## config.mk

```make
export PLATFORM = sky130hd
export DESIGN_NAME = binary2bcd
export DESIGN_NICKNAME = d
export VERILOG_FILES = /design/src/rtl/binary2bcd.sv
export SDC_FILE = /design/constraint.sdc
export NUM_CORES = 1
export LEC_CHECK = 0
export ABC_AREA = 1
export CAP_MARGIN = 25
export CORE_ASPECT_RATIO = 1.1
export CORE_UTILIZATION = 54
export CTS_BUF_LIST = sky130_fd_sc_hd__clkbuf_4 sky130_fd_sc_hd__clkbuf_8 sky130_fd_sc_hd__clkbuf_16
export CTS_CLUSTER_DIAMETER = 120
export CTS_CLUSTER_SIZE = 25
export DETAILED_ROUTE_END_ITERATION = 12
export MAX_ROUTING_LAYER = met4
export PLACE_DENSITY = 0.86
export SLEW_MARGIN = 20
export SYNTH_ARGS = -nofsm -noshare
export SYNTH_HDL_FRONTEND = slang
export SYNTH_SLANG_ARGS = --single-unit
```

## constraint.sdc

```tcl
create_clock -name clk -period 1.9 [get_ports clk]
set_input_delay 0.38 -clock clk [delete_from_list [all_inputs] [get_ports clk]]
set_output_delay 0.38 -clock clk [all_outputs]
set_load 0.005 [all_outputs]
```

## src/rtl/binary2bcd.sv

```systemverilog
// Sequential binary-to-BCD converter (double-dabble). One iteration per clock;
// a start in IDLE launches BIN_W iterations, then done pulses with the result.
module binary2bcd #(
  parameter int BIN_W  = 14,
  parameter int DIGITS = 4
) (
  input  logic                clk,
  input  logic                rst_n,
  input  logic                start,
  input  logic [BIN_W-1:0]    binary,
  output logic                busy,
  output logic                done,
  output logic [4*DIGITS-1:0] bcd,
  output logic                overflow
);

  localparam int BCD_W   = 4 * DIGITS;
  localparam int SR_W    = BCD_W + BIN_W;
  localparam int CNT_W   = $clog2(BIN_W + 1);
  localparam int MAX_VAL = (10 ** DIGITS) - 1;

  typedef enum logic {IDLE, SHIFT} state_t;

  state_t             state_q, state_d;
  logic [SR_W-1:0]    sr_q, sr_d;
  logic [CNT_W-1:0]   cnt_q, cnt_d;
  logic               ovp_q, ovp_d;
  logic               busy_q, busy_d;
  logic               done_q, done_d;
  logic [BCD_W-1:0]   bcd_q, bcd_d;
  logic               ovf_q, ovf_d;

  logic [BCD_W-1:0]   adj;
  logic [SR_W-1:0]    shifted;
  logic [BCD_W-1:0]   all_nines;

  genvar gi;
  generate
    for (gi = 0; gi < DIGITS; gi++) begin : g_digit
      // Add 3 to any digit >= 5 so the following shift carries correctly into the next digit.
      assign adj[4*gi +: 4] = (sr_q[BIN_W + 4*gi +: 4] >= 4'd5)
                              ? sr_q[BIN_W + 4*gi +: 4] + 4'd3
                              : sr_q[BIN_W + 4*gi +: 4];
      assign all_nines[4*gi +: 4] = 4'h9;
    end
  endgenerate

  assign shifted = {adj[BCD_W-2:0], sr_q[BIN_W-1:0], 1'b0};

  always_comb begin
    state_d = state_q;
    sr_d    = sr_q;
    cnt_d   = cnt_q;
    ovp_d   = ovp_q;
    busy_d  = busy_q;
    done_d  = 1'b0;
    bcd_d   = bcd_q;
    ovf_d   = ovf_q;
    case (state_q)
      IDLE: begin
        if (start) begin
          sr_d    = {{BCD_W{1'b0}}, binary};
          cnt_d   = CNT_W'(BIN_W);
          ovp_d   = (32'(binary) > MAX_VAL);
          busy_d  = 1'b1;
          state_d = SHIFT;
        end
      end
      SHIFT: begin
        sr_d  = shifted;
        cnt_d = cnt_q - CNT_W'(1);
        if (cnt_q == CNT_W'(1)) begin
          bcd_d   = ovp_q ? all_nines : shifted[SR_W-1:BIN_W];
          ovf_d   = ovp_q;
          done_d  = 1'b1;
          busy_d  = 1'b0;
          state_d = IDLE;
        end
      end
      default: state_d = IDLE;
    endcase
  end

  always_ff @(posedge clk or negedge rst_n) begin
    if (!rst_n) begin
      state_q <= IDLE;
      sr_q    <= '0;
      cnt_q   <= '0;
      ovp_q   <= 1'b0;
      busy_q  <= 1'b0;
      done_q  <= 1'b0;
      bcd_q   <= '0;
      ovf_q   <= 1'b0;
    end else begin
      state_q <= state_d;
      sr_q    <= sr_d;
      cnt_q   <= cnt_d;
      ovp_q   <= ovp_d;
      busy_q  <= busy_d;
      done_q  <= done_d;
      bcd_q   <= bcd_d;
      ovf_q   <= ovf_d;
    end
  end

  assign busy     = busy_q;
  assign done     = done_q;
  assign bcd      = bcd_q;
  assign overflow = ovf_q;

endmodule

```

==> impl_metrics.py, run 1 <==
metrics = {
    "run": {
        "drv_cap": 0,
    },
    "power_and_ir_drop": {
        "combPwrFrac_pct": 48.2,
        "ir_drop_v": 0.0006982,
        "internal_power_w": 0.003091,
        "switching_share_pct": 40.52,
        "clkPwrFrac_pct": 12.5,
        "p_leak_nw": 1.624,
        "seqPwrFrac_pct": 39.4,
        "p_switching_w": 0.002106,
        "power_density_nw_per_um2": 1645,
    },
    "yosys": {
        "synthCells": 317,
        "avgSynthCellArea_sq_um": 8.320,
        "ys_seq_area_share_pct": 52.18,
        "ys_seq_elements": 55,
        "synth_edf_count": 0,
        "syn_area_sq_um": 2638,
        "ys_async_sr_fraction_pct": 100.0,
        "synth.yosys.warnings": 0,
        "synth_ff_type": "dfrtp_1",
        "synthesis.nets": 344,
        "synth_cell_types": 19,
    },
    "critical_path": {
        "cp.arrival_ns": 1.95,
        "worst_r2r_startpoint": "cnt_q[1]",
        "end_kind": "flip-flop",
        "crit_fanout": 11,
        "criticalPathCategory": "reg -> reg",
        "cp_common_cell": "inv_1",
        "reg2reg_to": "bcd[8]",
        "slowest_stage": "dfrtp_1",
        "reg2reg_depth": 9,
        "crit_path_end": "bcd[8]",
        "worstSetupStartpoint": "cnt_q[1]",
        "worstPathCellList": "inv_1 > ha_1 > nand2_1 > inv_1 > nand2_2 > inv_1 > or2_2 > nand2_1 > inv_1",
        "r2r_slack_ns": 0.16,
        "cp_slowest_stage_delay_ns": 0.36,
        "crit_family": "simple AND/OR/NAND/NOR gates",
        "cp.buffers_inverters": 4,
        "start_kind": "flip-flop",
        "cp.required_ns": 2.11,
        "crit_cells": 9,
    },
    "timing": {
        "finalClockSkew_ns": 0.005770,
        "setup_slack_ns": 0.1569,
        "layout_min_cycle_time_ns": 1.743,
        "hold_viol": 0,
        "tns_ns": 0,
        "final_max_slew_viol_count": 0,
        "fmax_mhz": 573.7,
        "relSlewSlack_pct": 67.86,
        "worstMarginPinSlew_ns": 0.4815,
        "period_share_pct": 91.74,
        "rsz0062_at_grt": "false",
        "setup_viol": 0,
    },
    "global_route": {
        "grt_usage_pct": 24.29,
        "grt_max_degree": 56,
        "grt_pass1_wl_microns": 9052,
        "antenna_found_initial": 0,
        "grt_overflow_total": 0,
        "grt_pass1_vias": 2141,
    },
    "final_layout": {
        "stdcell_count": 414,
        "stdcell_area_sq_um": 3159,
        "nets": 385,
        "syn_to_final_growth_pct": 19.78,
        "drive_gt1_share_pct": 6.425,
        "diodes": 0,
        "n_fill_cell": 404,
    },
    "detailed_routing": {
        "wl_microns": 5286,
        "drc_errors": 0,
        "first_pass_iters": 4,
        "final_antenna_net_count": 0,
        "dr.first_iter.drc_count": 139,
        "viasPerCell": 5.283,
        "wl_per_cell_microns": 12.77,
        "vias": 2187,
    },
    "placement": {
        "post-place-ws_ns": 0.1768,
        "placed_area_sq_um": 3072,
        "io_buffers": 35,
        "gp_congestion": 0.8077,
        "dpl.cell_count": 407,
        "dp_hpwl_microns": 3732,
    },
    "clock_tree": {
        "clk_pin_slew_ns": 0.09,
        "cts_tree": "done",
        "cts_max_level": 2,
        "cts-root-buf": "clkbuf_8",
        "cts.sinks": 55,
        "cts_resized": 0,
        "cts_setup_buffers": 0,
        "cts_max_path_buffers": 2,
        "clock_latency_ns": 0.30,
        "cts_hold_buf": 0,
        "cts_buffers": 5,
    },
    "die": {
        "die_x_microns": 68.64,
        "ios": 36,
        "die_h_microns": 75.30,
        "start_util_pct": 56.30,
        "core_area_sq_um": 4684,
        "dieArea_sq_um": 5168,
        "fp-row-count": 26,
    },
    "worst_hold_path": {
        "hp-class": "in -> async",
    },
    "outcome": {
        "outcome": "completed",
    },
}
==> worst min-delay path by stage <==
stage / startpoint / slack (ns) / endpoint / depth (start not counted)
final: rst_n / 0.06 / sr_q[22] / 2
after global routing: rst_n / 0.08 / bcd[12] / 2
after CTS: rst_n / 0.07 / bcd[9] / 2
after detailed placement: rst_n / 0.40 / sr_q[19] / 2
after global placement: rst_n / 0.40 / bcd[14] / 2
after floorplan: rst_n / 0.08 / bcd[0] / 0
==> flip-flops by register name, indices dropped and copies added, names as in the netlist <==
signal / count
state_q: 1
busy: 1
cnt_q: 4
bcd: 16
done: 1
overflow: 1
ovp_q: 1
sr_q: 30
==> synthesized netlist by cell type (all sizes together), types with 2 or more instances <==
master   n  area share (%)
dfrtp   55              52
nand2   99              14
buf     10             2.3
o211ai   3            0.85
inv     45             6.4
or2      4            0.95
a21oi    8             1.5
nand4    2            0.47
o21ai   18             3.4
o221ai   7             2.3
nand3   30             5.7
nor2    20             3.5
ha      10             4.7
o22ai    5             1.2
==> layout by cell type (no fill, tap or decap), types with 7 or more instances in the layout <==
cell,Yosys,routed
inv_1,45,45
a21oi_1,8,8
o21ai_0,18,18
nand2_1,98,98
nor2_1,19,19
dfrtp_1,55,55
ha_1,10,10
buf_4,0,8
nand3_1,30,30
clkdlybuf4s50_1,0,34
o221ai_1,7,7
==> metal layers <==
metal	track usage, %	routed length (microns)	vias to the layer above
met5	-	0	-
met4	9.491	114	0
met3	4.192	221	10
met2	41.94	2630	69
met1	27.80	2320	1021
li1	-	-	1087
==> power groups by stage <==
stage          Combinational, W  Sequential [W]  Clock (W)
2_1_floorplan           0.00165         0.00200          0
3_3_place_gp            0.00237         0.00205          0
3_5_place_dp            0.00249         0.00206          0
4_1_cts                 0.00251         0.00204   0.000655
5_1_grt                 0.00289         0.00211   0.000709
6_report                0.00250         0.00205   0.000647
==> layout make-up <==
| cell class | instances | area [sq um] | area share, % |
|---|---|---|---|
| clock buffers | 6 | 82.58 | 2.614 |
| repair buffers | 44 | 425.4 | 13.47 |
| clock inverters | 1 | 5.005 | 0.1584 |
| multi-input cells | 207 | 1031 | 32.63 |
| well taps | 56 | 70.07 | 2.218 |
| inverters | 45 | 168.9 | 5.347 |
| flip-flops and latches | 55 | 1376 | 43.56 |
==> through the flow <==
step | utilization, % | hold slack [ns] | total power (W)
5_1_grt | 67.44 | 0.07535 | 0.005709
3_3_place_gp | 65.57 | 0.3999 | 0.004419
2_1_floorplan | - | 0.08441 | 0.003657
3_5_place_dp | 65.57 | 0.3999 | 0.004555
4_1_cts | 67.44 | 0.06675 | 0.005205
6_report | 67.44 | 0.06022 | 0.005196
==> cells by family after synthesis <==
| kind of cell | Yosys count | share of synthesized area, % |
|---|---|---|
| compound gates | 42 | 9.583 |
| fa+ha+maj | 10 | 4.744 |
| flops | 55 | 52.18 |
| buf+inv | 55 | 8.728 |
| simple gates | 155 | 24.76 |
(Power assumes the default switching activity.)
==> run 2: changes to the inputs <==
--- a/config.mk
+++ b/config.mk
@@ -8,13 +8,12 @@
 export ABC_AREA = 1
 export CAP_MARGIN = 25
 export CORE_ASPECT_RATIO = 1.1
-export CORE_UTILIZATION = 54
-export CTS_BUF_LIST = sky130_fd_sc_hd__clkbuf_4 sky130_fd_sc_hd__clkbuf_8 sky130_fd_sc_hd__clkbuf_16
+export CORE_UTILIZATION = 28
 export CTS_CLUSTER_DIAMETER = 120
 export CTS_CLUSTER_SIZE = 25
 export DETAILED_ROUTE_END_ITERATION = 12
 export MAX_ROUTING_LAYER = met4
-export PLACE_DENSITY = 0.86
+export PLACE_DENSITY = 0.53
 export SLEW_MARGIN = 20
 export SYNTH_ARGS = -nofsm -noshare
 export SYNTH_HDL_FRONTEND = slang
==> run 2 against run 1 <==
Net effect: via count shrank 1.4%; count of clock-buffer cells in the layout is the same; sequential power is essentially flat; sequential cell count is the same; worst hold slack lost 0.0033 ns; die area rose by 90%; largest power group unchanged.
==> impl_metrics.py, run 2 (synthesis results as in run 1) <==
metrics = {
    "critical_path": {
        "reg2reg_to": "bcd[8]",
        "reg2reg_depth": 9,
        "worst_r2r_startpoint": "cnt_q[1]",
        "cp.arrival_ns": 1.81,
        "cp.buffers_inverters": 4,
        "end_kind": "flip-flop",
        "slowest_stage": "dfrtp_1",
        "start_kind": "flip-flop",
        "cp_common_cell": "inv_1",
        "cp.required_ns": 2.11,
        "worstPathCellList": "inv_1 > ha_1 > nand2_1 > inv_1 > nand2_2 > inv_1 > or2_2 > nand2_1 > inv_1",
        "crit_family": "simple AND/OR/NAND/NOR gates",
        "cp_slowest_stage_delay_ns": 0.37,
        "crit_fanout": 11,
        "criticalPathCategory": "reg -> reg",
        "r2r_slack_ns": 0.30,
    },
    "global_route": {
        "grt_pass1_vias": 2226,
        "grt_max_degree": 56,
        "grt_usage_pct": 13.41,
        "grt_pass1_wl_microns": 10200,
        "grt_overflow_total": 0,
        "antenna_found_initial": 0,
    },
    "final_layout": {
        "largest-register": "sr_q",
        "stdcell_area_sq_um": 3269,
        "diodes": 0,
        "drive_gt1_share_pct": 6.944,
        "largest_reg_flops": 30,
        "final_common_cell": "nand2_1",
        "mostFrequentLayoutCells": "98 x nand2_1, 55 x dfrtp_1, 45 x inv_1",
        "syn_to_final_growth_pct": 23.96,
        "nets": 386,
    },
    "clock_tree": {
        "cts-root-buf": "clkbuf_8",
        "cts.sinks": 55,
        "cts_resized": 0,
        "cts_max_path_buffers": 2,
        "cts_tree": "done",
        "cts_hold_buf": 0,
        "clock_latency_ns": 0.30,
        "cts_setup_buffers": 0,
        "cts_max_level": 2,
        "clk_pin_slew_ns": 0.10,
        "cts_buffers": 5,
    },
    "detailed_routing": {
        "viasPerCell": 4.549,
        "vias": 2156,
        "first_pass_iters": 4,
        "dr.first_iter.drc_count": 85,
        "wl_per_cell_microns": 12.02,
        "wl_microns": 5699,
        "final_antenna_net_count": 0,
        "drc_errors": 0,
    },
    "worst_hold_path": {
        "hp-class": "in -> async",
    },
    "timing": {
        "fmax_mhz": 623.8,
        "rsz0062_at_grt": "false",
        "relSlewSlack_pct": 65.10,
        "tns_ns": 0,
        "layout_min_cycle_time_ns": 1.603,
        "final_max_slew_viol_count": 0,
        "hold_ws_ns": 0.05689,
        "setup_viol": 0,
        "hold_viol": 0,
        "finalClockSkew_ns": 0.004490,
        "worstMarginPinSlew_ns": 0.5230,
        "period_share_pct": 84.38,
    },
    "power_and_ir_drop": {
        "power_density_nw_per_um2": 1632,
        "ir_drop_v": 0.0004238,
        "p_leak_nw": 1.643,
    },
    "die": {
        "start_util_pct": 29.28,
        "dieArea_sq_um": 9812,
        "fp-row-count": 36,
        "core_area_sq_um": 9009,
        "ios": 36,
        "die_h_microns": 103.8,
        "die_x_microns": 94.54,
    },
    "placement": {
        "gp_congestion": 0.7750,
        "placed_area_sq_um": 3152,
        "dp_hpwl_microns": 3993,
        "io_buffers": 35,
    },
    "outcome": {
        "outcome": "completed",
    },
    "run": {
        "drv_cap": 0,
    },
}
## run 2: cell count changes in the layout (fill, tap and decap cells not counted), sizes merged
| cell | before | now |
|---|---|---|
| buf | 10 | 11 |
| bufinv | 0 | 1 |
## run 2: layer usage
layer / vias to the layer above / track usage (%) / wire (microns)
li1: 1090 / - / -
met5: - / - / 0
met1: 1024 / 17.05 / 2647
met2: 38 / 21.89 / 2812
met3: 4 / 2.203 / 203
met4: 0 / 3.788 / 36
## run 2: cell type report
class                      instances  area, sq um
sequential                        55         1376
tap                              114        142.6
fill                             941         5739
clock inverter                     2        35.03
inverter                          45        168.9
multi-input combinational        207         1031
clock buffer                       6        82.58
timing repair buffer              45        432.9
## run 2: worst max-delay path by stage
stage,startpoint,end,slack (ns),depth (start not counted)
4_1_cts,cnt_q[1],bcd[12],0.28,9
3_5_place_dp,start,cnt_q[1],0.18,5
2_1_floorplan,cnt_q[1],bcd[12],0.55,10
5_1_grt,cnt_q[1],bcd[8],0.15,9
3_3_place_gp,start,ovp_q,0.19,8
6_report,cnt_q[1],bcd[8],0.30,9
## run 2: through the flow
stage	util [%]	setup WS, ns	total power, W	std cells
floorplan	-	0.5533	0.003657	317
global placement	34.99	0.1937	0.004519	466
detailed placement	34.99	0.1800	0.004584	466
CTS	36.29	0.2796	0.005413	474
global route	36.29	0.1470	0.005922	474
finish	36.29	0.2968	0.005335	474
## run 2: power by group
group | switching [W] | total (W) | leakage, nW | internal [W]
Combinational | 0.00140 | 0.00249 | 0.905 | 0.00110
Clock | 0.000383 | 0.000810 | 0.0612 | 0.000427
Sequential | 0.000322 | 0.00203 | 0.677 | 0.00171
Total | 0.00210 | 0.00534 | 1.64 | 0.00323
